<file path="config.mk">
export PLATFORM = sky130hd
export DESIGN_NAME = instr_fetch_queue
export DESIGN_NICKNAME = d
export VERILOG_FILES = /design/src/rtl/instr_fetch_queue.sv
export SDC_FILE = /design/constraint.sdc
export NUM_CORES = 1
export LEC_CHECK = 0
export CAP_MARGIN = 10
export CORE_ASPECT_RATIO = 0.8
export CORE_MARGIN = 2
export CORE_UTILIZATION = 40
export CTS_BUF_LIST = sky130_fd_sc_hd__clkbuf_4 sky130_fd_sc_hd__clkbuf_8
export CTS_CLUSTER_DIAMETER = 200
export CTS_CLUSTER_SIZE = 14
export DETAILED_ROUTE_END_ITERATION = 10
export GPL_ROUTABILITY_DRIVEN = 0
export GPL_TIMING_DRIVEN = 0
export PLACE_DENSITY = 0.61
export SKIP_CTS_REPAIR_TIMING = 1
export SYNTH_ARGS = -nofsm -noshare
export SYNTH_HDL_FRONTEND = slang
export SYNTH_SLANG_ARGS = --single-unit
</file>
<file path="constraint.sdc">
create_clock -name clk_i -period 18.3 [get_ports clk_i]
set_clock_uncertainty 0.2 [all_clocks]
set_input_delay 3.66 -clock clk_i [delete_from_list [all_inputs] [get_ports clk_i]]
set_output_delay 3.66 -clock clk_i [all_outputs]
set_load 0.02 [all_outputs]
</file>
<file path="src/rtl/instr_fetch_queue.sv">
// Instruction fetch front end: owns the fetch PC, issues one request at a time
// to a variable-latency instruction memory, buffers returned words in a small
// circular FIFO and presents the head to IF/ID as {pc+4, instruction}.
// A MEM-stage redirect flushes the FIFO and restarts fetch at the target; a
// request that is still waiting for its ack is completed and its data thrown
// away (DROP state) instead of being abandoned mid-handshake.
//
// Handshakes:
//   memory side : a transfer happens on a rising edge where imem_req_o and
//                 imem_ack_i are both 1; imem_addr_o is held while req is
//                 high and no ack has arrived.
//   IF/ID side  : the head is consumed on a rising edge where instr_valid_o
//                 is 1 and stall_i is 0; while stalled the head is held.

module instr_fetch_queue #(
    parameter int unsigned DEPTH    = 4,
    parameter logic [31:0] RESET_PC = 32'h0000_0000
) (
    input  logic                     clk_i,
    input  logic                     rst_i,
    output logic                     imem_req_o,
    output logic [31:0]              imem_addr_o,
    input  logic                     imem_ack_i,
    input  logic [31:0]              imem_data_i,
    input  logic                     redirect_i,
    input  logic [31:0]              redirect_pc_i,
    input  logic                     stall_i,
    output logic                     instr_valid_o,
    output logic [31:0]              instr_o,
    output logic [31:0]              pc4_o,
    output logic [$clog2(DEPTH):0]   count_o,
    output logic [1:0]               state_o
);

    localparam int PW = $clog2(DEPTH);
    localparam int CW = PW + 1;

    typedef enum logic [1:0] {
        S_IDLE  = 2'd0,
        S_FETCH = 2'd1,
        S_DROP  = 2'd2
    } state_t;

    state_t         state;
    logic [31:0]    fetch_pc;
    logic [31:0]    buf_instr [DEPTH];
    logic [31:0]    buf_pc4   [DEPTH];
    logic [PW-1:0]  rd_ptr;
    logic [PW-1:0]  wr_ptr;
    logic [CW-1:0]  count;

    logic           push;
    logic           pop;
    logic [CW-1:0]  count_next;
    logic           room;
    logic [31:0]    redirect_target;
    logic [31:0]    pc_plus4;

    // Push/pop decisions and the occupancy the FSM will see after this edge.
    always_comb begin
        push            = imem_req_o & imem_ack_i & (state == S_FETCH) & ~redirect_i;
        pop             = instr_valid_o & ~stall_i & ~redirect_i;
        count_next      = count + CW'(push) - CW'(pop);
        room            = (count_next < CW'(DEPTH));
        redirect_target = redirect_pc_i & ~32'h0000_0003;
        pc_plus4        = fetch_pc + 32'd4;
    end

    // FIFO storage, pointers and occupancy; a redirect empties the queue and
    // cancels any push or pop in the same cycle.
    always_ff @(posedge clk_i or posedge rst_i) begin
        if (rst_i) begin
            for (int i = 0; i < int'(DEPTH); i++) begin
                buf_instr[i] <= 32'd0;
                buf_pc4[i]   <= 32'd0;
            end
            rd_ptr <= '0;
            wr_ptr <= '0;
            count  <= '0;
        end else if (redirect_i) begin
            rd_ptr <= '0;
            wr_ptr <= '0;
            count  <= '0;
        end else begin
            if (push) begin
                buf_instr[wr_ptr] <= imem_data_i;
                buf_pc4[wr_ptr]   <= pc_plus4;
                wr_ptr            <= wr_ptr + PW'(1);
            end
            if (pop) begin
                rd_ptr <= rd_ptr + PW'(1);
            end
            count <= count_next;
        end
    end

    // Fetch FSM with registered request/address and the fetch PC.
    always_ff @(posedge clk_i or posedge rst_i) begin
        if (rst_i) begin
            state       <= S_IDLE;
            imem_req_o  <= 1'b0;
            imem_addr_o <= RESET_PC;
            fetch_pc    <= RESET_PC;
        end else if (redirect_i) begin
            fetch_pc <= redirect_target;
            if ((state == S_DROP) || ((state == S_FETCH) && !imem_ack_i)) begin
                // A request is still waiting: keep it on the bus, discard later.
                state <= S_DROP;
            end else begin
                state       <= S_FETCH;
                imem_req_o  <= 1'b1;
                imem_addr_o <= redirect_target;
            end
        end else begin
            case (state)
                S_IDLE: begin
                    if (room) begin
                        state       <= S_FETCH;
                        imem_req_o  <= 1'b1;
                        imem_addr_o <= fetch_pc;
                    end
                end
                S_FETCH: begin
                    if (imem_ack_i) begin
                        fetch_pc <= pc_plus4;
                        if (room) begin
                            imem_addr_o <= pc_plus4;
                        end else begin
                            state      <= S_IDLE;
                            imem_req_o <= 1'b0;
                        end
                    end
                end
                S_DROP: begin
                    if (imem_ack_i) begin
                        state       <= S_FETCH;
                        imem_addr_o <= fetch_pc;
                    end
                end
                default: begin
                    state      <= S_IDLE;
                    imem_req_o <= 1'b0;
                end
            endcase
        end
    end

    assign instr_valid_o = (count != '0);
    assign instr_o       = buf_instr[rd_ptr];
    assign pc4_o         = buf_pc4[rd_ptr];
    assign count_o       = count;
    assign state_o       = state;

endmodule

</file>
==> Word level (Yosys, flattened, before mapping) <==
Index checks and enable logic that the tools add are counted.
{ "totals": {"register_bits": 330, "output_inout_bits": 103, "word_cells": 96} }
{ "op_classes": {"addsub": 5, "magnitude_cmp": 4, "eq_ne": 9, "muxes": 38, "bitwise": 9, "reduce_logical": 16} }
{ "op_table": {"columns": ["cell", "count"], "rows": [
  ["two-way mux 32 bit", 14],
  ["bitwise mux 128 bit", 2],
  ["binary-select mux 32 bit (select 2 bit)", 2],
  ["one-hot mux 32 bit (3 select lines)", 1],
  ["demux 32 bit (select 2 bit)", 1],
  ["adder 32 x 3 -> 32 bit (second input constant)", 1],
  ["two-way mux 2 bit", 10],
  ["inequality test 3 bit (second input constant)", 5],
  ["nonzero test 2 bit", 4],
  [">= comparator 3 bit (second input constant)", 2],
  ["inverter 2 -> 3 bit", 2],
  ["one-hot mux 2 bit (3 select lines)", 1],
  ["AND reduction 6 bit", 1],
  ["bitwise AND 1 bit", 5],
  ["two-way mux 1 bit", 5],
  ["AND reduction 5 bit", 1],
  ["adder 2 x 1 -> 2 bit (second input constant)", 2],
  ["inequality test 2 bit (second input constant)", 2],
  ["AND reduction 2 bit", 2],
  ["AND reduction 4 bit", 1],
  ["nonzero test 4 bit", 1],
  ["adder 3 x 1 -> 3 bit", 1],
  ["< comparator 3 x 1 -> 1 bit (second input constant)", 1],
  ["< comparator 3 bit (second input constant)", 1],
  ["11 further kinds", 13]
]} }

==> Depth between registers and ports, before layout <==
Gate-level depths: netlist of the first run.
{ "logic_depth": {"depth_word": 10, "mapped_depth": 15} }

==> Worst setup path after synthesis of the first run <==
No wires, ideal clock.
{ "synth_timing": {"path_type": "input to register", "startpoint": "input redirect_i", "endpoint": "register imem_addr_o[27]", "setup_ns": 0.121, "arrival_ns": 6.656, "t_required_ns": 17.979, "path_slack_ns": 11.323, "cell_stages": 15, "cell_sequence": "clkbuf_1 > buf_1 > clkbuf_1 > nor3_1 > ha_1 > inv_1 > ha_1 > inv_1 > fa_1 > xnor2_1 > xnor2_1 > a21oi_1 > clkbuf_1 > o211ai_1 > o22a_1"} }
{ "synth_via": {"elab_chain_len": 7, "elab_cells_between_ends": 14, "cone_classes": "add/sub (2); order compare (1); eq/ne (5); mux (1); bitwise (3); reduce/logical (2)"} }
{ "synth_rtl": {"columns": ["element", "line_no", "rtl"], "rows": [
  ["start: declaration", "25", "input logic redirect_i,"],
  ["inverter 1 bit (no line)", null, null],
  ["bitwise AND 1 bit", "61", "push = imem_req_o & imem_ack_i & (state == S_FETCH) & ~redirect_i;"],
  ["adder 3 x 1 -> 3 bit", "63", "count_next = count + CW'(push) - CW'(pop);"],
  ["subtractor 3 x 1 -> 3 bit", "63", null],
  ["< comparator 3 bit", "64", "room = (count_next < CW'(DEPTH));"],
  ["inequality test 3 bit (no line)", null, null],
  ["AND reduction 6 bit (no line)", null, null],
  ["end signal: assignment", "112", "imem_addr_o <= redirect_target;"],
  ["end signal: assignment", "120", "imem_addr_o <= fetch_pc;"],
  ["end signal: assignment", "127", "imem_addr_o <= pc_plus4;"],
  ["end: declaration", "22", "output logic [31:0] imem_addr_o,"]
]} }
Parallel ways exist; a longest one is shown, timed or not.
A chain may end at the register's enable or synchronous reset.

==> Worst setup path in the final report of the first run <==
{ "layout_timing": {"startpoint": "input redirect_i", "endpoint": "register imem_addr_o[16]"} }
The elaborated chain is that of the path after synthesis.

==> out/results.tsv, run 1 <==
stage	metric	value	unit
cts	clockBufferDepth	3	
power	internal_power	0.00171	W
power	p_seq_frac	0.389	
floorplan	die_area	0.0401	mm²
power	p_switching	0.00103	W
place	dp.cells	1964	
worst_setup_path	crit_type	input port to flop	
floorplan	die_x	223	µm
worst_setup_path	worst-r2r-cell-count	13	
global_routing	grt.overflow.total	0	
final_layout	area_growth	17.7	%
sta	layout_min_cycle_time	8.27	ns
routing	detail_route.wirelength	42.3	mm
sta	final_max_slew_viol_count	0	
final_layout	final_nets	1574	
place	hpwl	29.7	mm
yosys	syn_avg_cell_area	11.8	µm²
worst_hold_path	holdPathStages	2	
final_layout	fin_util	0.475	
power	power_density	151	mW/mm²
sta	whs	0.305	ns
routing	viasPerCell	5.53	
floorplan	core_area	0.0381	mm²
final_layout	layoutNonFillerInstCount	1992	
yosys	async_flop_share	1.00	
yosys	yosysSeqAreaShare	0.519	
global_routing	grt_max_degree	122	
power	ir_worst_vdd	0.0686	mV
cts	cts_buffers	26	
final_layout	final_area	0.0181	mm²
cts	clkTransAtPathRegs	0.10	ns
sta	finalSetupViolations	0	
floorplan	initial_utilization	0.404	
routing	detail_route.wl_per_cell	21.2	µm
floorplan	row_count	64	
yosys	ys_ff_latch	319	
worst_setup_path	reg2reg_slack	13.95	ns
routing	dr.pass1.iters	5	
cts	clock_latency	0.60	ns
worst_setup_path	worstPathArrival	8.53	ns
worst_setup_path	worstSetupStartpointType	input port	
final_layout	n_antenna_cell	0	
final_layout	layout-drive-gt1-share	0.214	
sta	fin_crit_sh	0.452	
yosys	yosysUniqueCellTypes	64	
floorplan	die_y	179	µm
sta	setup_tns	0	ns
sta	relSlewSlack	0.381	
routing	ant_nets	0	
worst_setup_path	critPathMaxFanout	10	
place	io_buffers	166	
flow_run	max_cap_viol_count	0	
cts	cts_sinks	319	
worst_setup_path	end_kind	flop	
routing	drt_iter0_drc	965	
sta	clock.fmax	0.121	GHz
global_routing	antenna_found_initial	1	
worst_setup_path	required	18.56	ns
cts	tritoncts	built	
yosys	synth_edf_count	0	
power	p_clk_frac	0.133	
sta	hold_violations	0	
final_layout	fillers	3502	
yosys	synth_warnings	0	
routing	drcViolationCount	0	
yosys	synth_ff_type	dfrtp_1	
yosys	syn-cell-area	0.0154	mm²
power	switching_share	0.375	
power	leakage	7.61	nW
power	combPwrFrac	0.477	
worst_hold_path	worst_hold_path_type	flop to flop	
place	placed_area	0.0177	mm²
cts	clockRootBuffer	clkbuf_8	
cts	h-tree-depth	1	
yosys	synthCells	1300	
global_routing	grt_usage	0.212	
sta	rsz0062_at_grt	false	
outcome	status	completed	
global_routing	grt_pass1_vias	11300	
sta	worst_slew_pin_slew	0.920	ns
routing	vias	11000	
global_routing	grt_pass1_wl	66.3	mm
floorplan	ioPinCount	172	
## power groups by stage
stage | clock network (W) | registers, W | logic (W)
after detailed placement | 0 | 0.00108 | 0.00132
after global routing | 0.000409 | 0.00110 | 0.00140
after floorplan | 0 | 0.00109 | 0.000781
after global placement | 0 | 0.00108 | 0.00130
after CTS | 0.000381 | 0.00107 | 0.00132
final | 0.000366 | 0.00107 | 0.00131
## final cells by class
type / instances / area [µm²] / share of cell area
clock inverter: 1 / 5.00 / 0.000276
multi-input combinational: 858 / 6700 / 0.370
timing repair buffer: 168 / 1720 / 0.0947
sequential: 319 / 7980 / 0.441
inverter: 14 / 60.1 / 0.00331
buffer: 110 / 663 / 0.0366
clock buffer: 27 / 372 / 0.0205
tap: 495 / 619 / 0.0342
## cells in the final DEF (no fill, tap or decap), types with 3 or more instances in the layout
cell             count
dfrtp_1            319
nor2_1             182
clkdlybuf4s50_1    166
mux2_2             139
a21oi_1            135
nand2_1             66
mux4_2              62
xnor2_1             37
buf_2               36
clkbuf_8            35
xor2_1              34
o21ai_0             31
clkbuf_1            30
nand3_1             29
buf_1               16
nand4_1             15
buf_6               14
inv_1               12
mux2i_1             11
and2_1              10
nor3_1              10
a31oi_1              9
a221oi_1             8
a41oi_1              7
ha_1                 7
nand2b_1             5
buf_4                5
and3_1               4
nor2b_1              4
and4_1               4
o31ai_1              3
nand4_2              3
nor4_2               3
nor4_1               3
## state kept, by name, summed over array words and instances, names as in the netlist
register / count
buf_instr: 128
wr_ptr: 2
fetch_pc: 30
imem_addr_o: 31
count_o: 3
imem_req_o: 1
rd_ptr: 2
state_o: 2
buf_pc4: 120
## per-layer routing
| metal | vias to the layer above | part of all wire | GRT usage |
|---|---|---|---|
| met5 | - | 0.00031 | 0 |
| met2 | 345 | 0.44 | 0.317 |
| li1 | 4953 | - | - |
| met3 | 55 | 0.062 | 0.0342 |
| met1 | 5662 | 0.47 | 0.325 |
| met4 | 2 | 0.021 | 0.0459 |
## synth_stat cells, drive strengths merged (13+ instances only)
library cell  number  area (µm²)
dfrtp            319        7980
nor2             184         696
mux2             139        1570
a21oi            135         676
buf               71         435
nand2             66         248
mux4              62        1400
clkbuf            39         228
xnor2             37         324
xor2              34         298
nand3             31         173
o21ai             31         155
nand4             19         153
inv               13        48.8
nor3              13        86.3
## cells by family (layout without fill, tap and decap cells)
| logic type | count (synthesis) | count (layout) | share of synthesized area |
|---|---|---|---|
| xor gates and xnor gates | 71 | 71 | 0.0404 |
| adders and majority gates | 8 | 8 | 0.00699 |
| buffers and inverters | 124 | 320 | 0.0465 |
| AOI/OAI and AO/OA | 207 | 207 | 0.0763 |
| and+or+nand+nor | 358 | 358 | 0.112 |
| muxes | 212 | 212 | 0.200 |
| DFF | 319 | 319 | 0.519 |
| other | 1 | 2 | 0.000244 |
## metrics by stage
step                      total power [W]  worst slack (ns)
after global placement            0.00238              1.65
final                             0.00274             10.03
after global routing              0.00291              9.79
after CTS                         0.00277             10.16
after detailed placement          0.00240              9.51
after floorplan                   0.00187              5.61
## worst paths after layout
path                                            start                     endpoint
min reg2reg                imem_addr_o[2]$_DFFE_PP0P_   imem_addr_o[2]$_DFFE_PP0P_
max                                        redirect_i  imem_addr_o[16]$_DFFE_PP0P_
min                        imem_addr_o[2]$_DFFE_PP0P_   imem_addr_o[2]$_DFFE_PP0P_
max reg2reg                      count_o[1]$_DFF_PP0_  imem_addr_o[16]$_DFFE_PP0P_
max in group asynchronous                       rst_i    buf_instr[65]$_DFFE_PP0P_
min in group asynchronous                       rst_i    buf_instr[88]$_DFFE_PP0P_
## critical path, cell delays in order
cell,delay [ns]
clkdlybuf4s50_1,0.47
clkbuf_1,0.40
buf_1,0.47
clkbuf_1,0.58
nor3_1,0.25
ha_1,0.33
inv_1,0.06
ha_1,0.13
inv_1,0.05
fa_1,0.38
xnor2_1,0.15
xnor2_1,0.22
a21oi_1,0.49
clkbuf_1,0.54
mux2i_1,0.28
a21oi_1,0.06
Note: power is estimated with default switching activity, not from simulation.
==> run 2: changes to the inputs <==
--- a/config.mk
+++ b/config.mk
@@ -15,7 +15,7 @@
 export DETAILED_ROUTE_END_ITERATION = 10
 export GPL_ROUTABILITY_DRIVEN = 0
 export GPL_TIMING_DRIVEN = 0
-export PLACE_DENSITY = 0.61
+export PLACE_DENSITY = 0.63
 export SKIP_CTS_REPAIR_TIMING = 1
 export SYNTH_ARGS = -nofsm -noshare
 export SYNTH_HDL_FRONTEND = slang
==> constraint.sdc (replaced) <==
create_clock -name clk_i -period 7 [get_ports clk_i]
set_clock_uncertainty 0.2 [all_clocks]
set_input_delay 1.4 -clock clk_i [delete_from_list [all_inputs] [get_ports clk_i]]
set_output_delay 1.4 -clock clk_i [all_outputs]
set_load 0.02 [all_outputs]
==> out/results.tsv, run 2 (synthesis gave the netlist of run 1 again) <==
stage	metric	value	unit	change
worst_setup_path	worstSetupStartpointType	input port		
routing	ant_nets	0		unchanged
global_routing	antenna_found_initial	0		-1
floorplan	core_area	0.0381	mm²	unchanged
power	leakage	7.65	nW	+0.54%
global_routing	grt-busiest-layer	met2		
sta	rsz0062_at_grt	false		
worst_hold_path	holdPathStages	2		unchanged
worst_setup_path	crit_type	input port to flop		
final_layout	layout-drive-gt1-share	0.217		+0.00314
power	p_seq_frac	0.390		about the same
power	p_switching	0.00270	W	+160%
final_layout	layout_commonest_cell	dfrtp_1		
sta	hold_violations	0		unchanged
worst_setup_path	crit_slowest_cell	clkbuf_1		
floorplan	initial_utilization	0.404		unchanged
place	hpwl	30.1	mm	+1.5%
floorplan	die_y	179	µm	unchanged
cts	clock_latency	0.61	ns	about the same
routing	vias	11100		+0.91%
final_layout	largest_register_ffs	128		unchanged
power	ir_worst_vdd	0.267	mV	+290%
worst_setup_path	end_kind	flop		
global_routing	grt.overflow.total	0		unchanged
final_layout	fillers	3465		-1.1%
final_layout	seq_area	0.00798	mm²	unchanged
global_routing	use_met3	0.0391		+0.00490
power	p_clk_frac	0.131		-0.002
sta	final_max_slew_viol_count	0		unchanged
floorplan	die_x	223	µm	unchanged
final_layout	layout_common_cells	dfrtp_1 (319), nor2_1 (182), clkdlybuf4s50_1 (166)		
sta	relSlewSlack	0.367		-0.0137
worst_setup_path	required	7.31	ns	-11.25 ns
final_layout	final_nets	1580		+0.38%
sta	clock.fmax	0.164	GHz	
global_routing	grt_usage	0.210		-0.00180
cts	clockBufferDepth	3		unchanged
power	power_density	394	mW/mm²	+160%
power	internal_power	0.00448	W	+160%
routing	detail_route.wirelength	42.0	mm	-0.67%
final_layout	n_antenna_cell	0		unchanged
worst_hold_path	hold_end	imem_addr_o[8]$_DFFE_PP0P_		
sta	setup_ws	0.909	ns	-9.12 ns
routing	detail_route.wl_per_cell	21.0	µm	-0.97%
final_layout	multi_input_area	0.00670	mm²	unchanged
worst_setup_path	worst-r2r-cell-count	14		+1
floorplan	ioPinCount	172		unchanged
worst_setup_path	reg2reg_from	imem_req_o$_DFFE_PP0P_		
global_routing	gr-usage-met2	0.320		+0.00237
worst_setup_path	cpMostUsedCell	clkbuf_1		
worst_setup_path	worstPathArrival	6.40	ns	-2.13 ns
final_layout	area_growth	18.3	%	
worst_hold_path	worst_hold_path_type	flop to flop		
cts	clkTransAtPathRegs	0.09	ns	about the same
sta	worst_slew_pin_slew	0.944	ns	+0.0239 ns
floorplan	die_area	0.0401	mm²	unchanged
worst_setup_path	crit_chain	clkdlybuf4s50_1 -> clkbuf_1 -> buf_1 -> clkbuf_1 -> nor3_1 -> ha_1 -> inv_1 -> ha_1 -> inv_1 -> fa_1 -> xnor2_1 -> xnor2_1 -> a21oi_1 -> clkbuf_1 -> o211ai_1 -> o22a_1		
final_layout	regMostFlops	buf_instr		
cts	cts_sinks	319		unchanged
routing	drcViolationCount	0		unchanged
cts	tritoncts	built		
global_routing	grt_pass1_wl	66.3	mm	about the same
worst_hold_path	hold_start	imem_addr_o[8]$_DFFE_PP0P_		
global_routing	grt_max_degree	43		-65%
cts	cts_buffers	26		unchanged
worst_setup_path	cp_top_family	buffers and inverters		
place	io_buffers	166		unchanged
routing	drt_iter0_drc	667		-31%
worst_setup_path	cp.buffers_inverters	7		unchanged
cts	h-tree-depth	1		unchanged
outcome	status	completed		
cts	clockRootBuffer	clkbuf_8		
global_routing	use_met1	0.310		-0.0142
place	pre_cts_slack	0.413	ns	-9.10 ns
sta	layout_min_cycle_time	6.09	ns	
sta	fin_crit_sh	0.870		
final_layout	reg_top3	buf_instr x128, buf_pc4 x120, imem_addr_o x31		
worst_setup_path	cp_slowest_stage_delay	0.65	ns	+0.07 ns
worst_setup_path	critPathMaxFanout	10		unchanged
routing	viasPerCell	5.56		+0.60%
final_layout	fin_util	0.478		+0.00253
sta	finalSetupViolations	0		unchanged
global_routing	grt_pass1_vias	11400		+0.39%
worst_setup_path	r2r-end	imem_addr_o[27]$_DFFE_PP0P_		
power	combPwrFrac	0.479		+0.002
floorplan	row_count	64		unchanged
routing	dr.pass1.iters	5		unchanged
worst_setup_path	reg2reg_slack	2.64	ns	-11.31 ns
power	switching_share	0.377		+0.00115
flow_run	max_cap_viol_count	0		unchanged
-- run 2: changes by cell type in the layout (fill, tap and decap cells not counted) --
cell | previous run | this run
clkbuf_8 | 35 | 34
clkinvlp_4 | 0 | 1
inv_6 | 0 | 1
inv_8 | 1 | 0
buf_12 | 0 | 8
buf_16 | 2 | 0
-- run 2: layer usage --
layer  routed length (µm)  vias up  part of all wire
li1                     -     4967                 -
met1                19400     5747              0.46
met2                18900      342              0.45
met3                 2540       61             0.061
met4                 1150        0             0.027
met5                    0        -                 0
-- run 2: final cells by class --
cell class,count,area share
repair buffers,174,0.100
well taps,495,0.0340
clock inverters,2,0.000756
clock buffers,26,0.0196
inverters,14,0.00309
flip-flops and latches,319,0.438
plain buffers,110,0.0364
multi-input cells,858,0.368
-- run 2: worst max-delay path by stage --
| stage | from | end | cells after the start |
|---|---|---|---|
| after floorplan | rst_i | buf_instr[0]$_DFFE_PP0P_ | 1 |
| after global placement | rst_i | buf_instr[2]$_DFFE_PP0P_ | 2 |
| after detailed placement | redirect_i | imem_addr_o[27]$_DFFE_PP0P_ | 16 |
| after CTS | redirect_i | imem_addr_o[27]$_DFFE_PP0P_ | 16 |
| after global routing | redirect_i | imem_addr_o[7]$_DFFE_PP0P_ | 16 |
| final | redirect_i | imem_addr_o[27]$_DFFE_PP0P_ | 16 |
-- run 2: power groups by stage --
stage                     registers, W  logic [W]  clock network, W
after detailed placement       0.00283    0.00345                 0
after global placement         0.00281    0.00339                 0
final                          0.00280    0.00344          0.000942
after global routing           0.00288    0.00368           0.00104
after floorplan                0.00286    0.00204                 0
after CTS                      0.00280    0.00346          0.000981
-- run 2: tightest hold or removal path, cell delays in order, from the launching register on --
cell and delay, ns:
dfrtp_1 0.36, nand2_1 0.05, o21ai_0 0.06
-- run 2: per-stage QoR --
step	power, W	cells	area [µm²]	hold WS [ns]	setup TNS [ns]
finish	0.00718	1998	18200	0.300	0
global route	0.00760	1998	18200	0.317	0
CTS	0.00725	1998	18200	0.303	0
detailed placement	0.00628	1970	17800	0.277	0
global placement	0.00620	1962	17700	0.277	-352.23
floorplan	0.00490	1301	15400	0.275	0
==> run 3: changes to the inputs <==
--- a/config.mk
+++ b/config.mk
@@ -5,6 +5,7 @@
 export SDC_FILE = /design/constraint.sdc
 export NUM_CORES = 1
 export LEC_CHECK = 0
+export ABC_CLOCK_PERIOD_IN_PS = 7000
 export CAP_MARGIN = 10
 export CORE_ASPECT_RATIO = 0.8
 export CORE_MARGIN = 2
@@ -14,7 +15,6 @@
 export CTS_CLUSTER_SIZE = 14
 export DETAILED_ROUTE_END_ITERATION = 10
 export GPL_ROUTABILITY_DRIVEN = 0
-export GPL_TIMING_DRIVEN = 0
 export PLACE_DENSITY = 0.63
 export SKIP_CTS_REPAIR_TIMING = 1
 export SYNTH_ARGS = -nofsm -noshare
==> out/results.tsv, run 3 (synthesis gave the netlist of run 1 again) <==
stage	metric	value	unit	change
cts	h-tree-depth	1		unchanged
cts	clockBufferDepth	3		unchanged
worst_setup_path	cp_top_family	compound AO/OA/AOI/OAI gates		
floorplan	row_count	64		unchanged
worst_hold_path	worst_hold_path_type	flop to flop		
final_layout	regMostFlops	buf_instr		
worst_setup_path	r2r-end	imem_addr_o[12]$_DFFE_PP0P_		
cts	cts_sinks	319		unchanged
power	ir_worst_vdd	0.223	mV	-16%
place	dp.cells	1870		-5.1%
sta	setup_ws	1.78	ns	+0.866 ns
final_layout	reg_top3	buf_instr x128, buf_pc4 x120, imem_addr_o x31		
floorplan	core_area	0.0381	mm²	unchanged
cts	tritoncts	built		
floorplan	die_y	179	µm	unchanged
cts	cts_buffers	26		unchanged
final_layout	final_nets	1480		-6.3%
routing	dr.pass1.iters	5		unchanged
power	leakage	7.28	nW	-4.9%
floorplan	initial_utilization	0.404		unchanged
routing	viasPerCell	5.44		-2.1%
power	combPwrFrac	0.447		-0.032
sta	layout_min_cycle_time	5.22	ns	-0.866 ns
global_routing	grt_pass1_wl	60.3	mm	-9.0%
global_routing	antenna_found_initial	0		unchanged
sta	relSlewSlack	0.153		-0.214
routing	vias	10300		-7.0%
cts	clkTransAtPathRegs	0.09	ns	about the same
place	io_buffers	167		+0.60%
final_layout	layoutNonFillerInstCount	1899		-5.0%
global_routing	grt_max_degree	164		+280%
power	internal_power	0.00444	W	-0.87%
sta	rsz0062_at_grt	false		
sta	finalSetupViolations	0		unchanged
worst_setup_path	cp.buffers_inverters	4		-3
sta	whs	0.295	ns	-0.00449 ns
worst_setup_path	worstSetupStartpointType	input port		
worst_setup_path	cpMostUsedCell	inv_1		
sta	setup_tns	0	ns	unchanged
sta	fin_crit_sh	0.746		-0.124
power	p_seq_frac	0.418		+0.028
final_layout	layout-drive-gt1-share	0.199		-0.0175
worst_setup_path	reg2reg_from	state_o[0]$_DFFE_PP0P_		
floorplan	ioPinCount	172		unchanged
worst_setup_path	cp_slowest_stage_delay	0.67	ns	+0.02 ns
power	power_density	400	mW/mm²	+1.4%
worst_setup_path	reg2reg_slack	2.60	ns	-0.04 ns
worst_setup_path	crit_start	imem_ack_i		
final_layout	largest_register_ffs	128		unchanged
final_layout	n_antenna_cell	0		unchanged
worst_setup_path	crit_type	input port to flop		
power	p_switching	0.00260	W	-3.8%
sta	hold_violations	0		unchanged
routing	drt_iter0_drc	770		+15%
global_routing	grt.overflow.total	0		unchanged
worst_setup_path	worst-r2r-cell-count	13		-1
worst_setup_path	crit_chain	clkdlybuf4s50_1 -> nand4b_1 -> nor2_1 -> inv_1 -> ha_1 -> inv_1 -> ha_1 -> inv_1 -> fa_1 -> xnor2_1 -> xnor2_1 -> a21o_1 -> nor2_1 -> a221oi_1		
worst_setup_path	crit_slowest_cell	clkdlybuf4s50_1		
floorplan	die_area	0.0401	mm²	unchanged
outcome	status	completed		
worst_setup_path	end_kind	flop		
global_routing	grt_usage	0.189		-0.0207
worst_setup_path	critPathMaxFanout	18		+8
cts	clock_latency	0.61	ns	about the same
worst_hold_path	hold_start	imem_addr_o[8]$_DFFE_PP0P_		
place	pre_cts_slack	1.16	ns	+0.751 ns
worst_hold_path	holdPathStages	2		unchanged
routing	detail_route.wirelength	37.8	mm	-10%
worst_hold_path	hold_end	imem_addr_o[8]$_DFFE_PP0P_		
floorplan	die_x	223	µm	unchanged
sta	final_max_slew_viol_count	0		unchanged
sta	clock.fmax	0.191	GHz	+17%
final_layout	layout_commonest_cell	dfrtp_1		
power	switching_share	0.369		-0.00711
routing	detail_route.wl_per_cell	19.9	µm	-5.4%
global_routing	grt_pass1_vias	10500		-7.2%
worst_setup_path	worstPathArrival	5.53	ns	-0.87 ns
flow_run	max_cap_viol_count	0		unchanged
power	p_clk_frac	0.135		+0.004
final_layout	layout_common_cells	dfrtp_1 (317), nor2_1 (182), clkdlybuf4s50_1 (166)		
cts	clockRootBuffer	clkbuf_8		
sta	worst_slew_pin_slew	1.27	ns	+0.322 ns
routing	ant_nets	0		unchanged
final_layout	area_growth	14.4	%	
routing	drcViolationCount	0		unchanged
power	report.power.total	0.00704	W	-2.0%
worst_setup_path	required	7.30	ns	about the same
place	hpwl	24.4	mm	-19%
## run 3: cell count changes in the layout (fill, tap and decap cells not counted), sizes merged
cell	before	now
buf	79	18
inv	13	12
clkbuf	65	28
## run 3: tightest hold or removal path, delay by kind of cell (launching register included)
| kind | cells | cell delay [ns] |
|---|---|---|
| flops | 1 | 0.36 |
| simple gates | 1 | 0.05 |
| compound gates | 1 | 0.06 |
## run 3: final cells by class
class                      count  area, µm²
tap                          495        619
multi-input combinational    858       6720
clock buffer                  28        379
fill                        3541      20500
clock inverter                 1       5.00
sequential                   319       7990
timing repair buffer         184       1840
inverter                      14       56.3
## run 3: worst max-delay path by stage
stage,depth (start not counted),slack (ns),to
2_1_floorplan,1,1.15,buf_instr[0]$_DFFE_PP0P_
3_3_place_gp,14,1.22,imem_addr_o[15]$_DFFE_PP0P_
3_5_place_dp,14,1.16,imem_addr_o[12]$_DFFE_PP0P_
4_1_cts,14,1.83,imem_addr_o[12]$_DFFE_PP0P_
5_1_grt,14,1.46,imem_addr_o[12]$_DFFE_PP0P_
6_report,14,1.78,imem_addr_o[12]$_DFFE_PP0P_
## run 3: power groups by stage
stage / Clock, W / Sequential, W / Combinational [W]
floorplan: 0 / 0.00286 / 0.00204
global placement: 0 / 0.00296 / 0.00312
detailed placement: 0 / 0.00298 / 0.00317
CTS: 0.00100 / 0.00296 / 0.00318
global route: 0.00107 / 0.00304 / 0.00338
finish: 0.000951 / 0.00294 / 0.00314
## run 3: per-stage QoR
stage / util / cell area, µm²
5_1_grt: 0.462 / 17600
2_1_floorplan: - / 15400
3_3_place_gp: 0.452 / 17200
3_5_place_dp: 0.452 / 17200
4_1_cts: 0.462 / 17600
6_report: 0.462 / 17600
## run 3: layer usage
| layer | vias to the layer above | GRT usage | part of all wire |
|---|---|---|---|
| met5 | - | 0 | 0 |
| met4 | 0 | 0.0405 | 0.021 |
| met3 | 50 | 0.0299 | 0.050 |
| met2 | 273 | 0.300 | 0.46 |
| met1 | 5259 | 0.277 | 0.47 |
| li1 | 4757 | - | - |
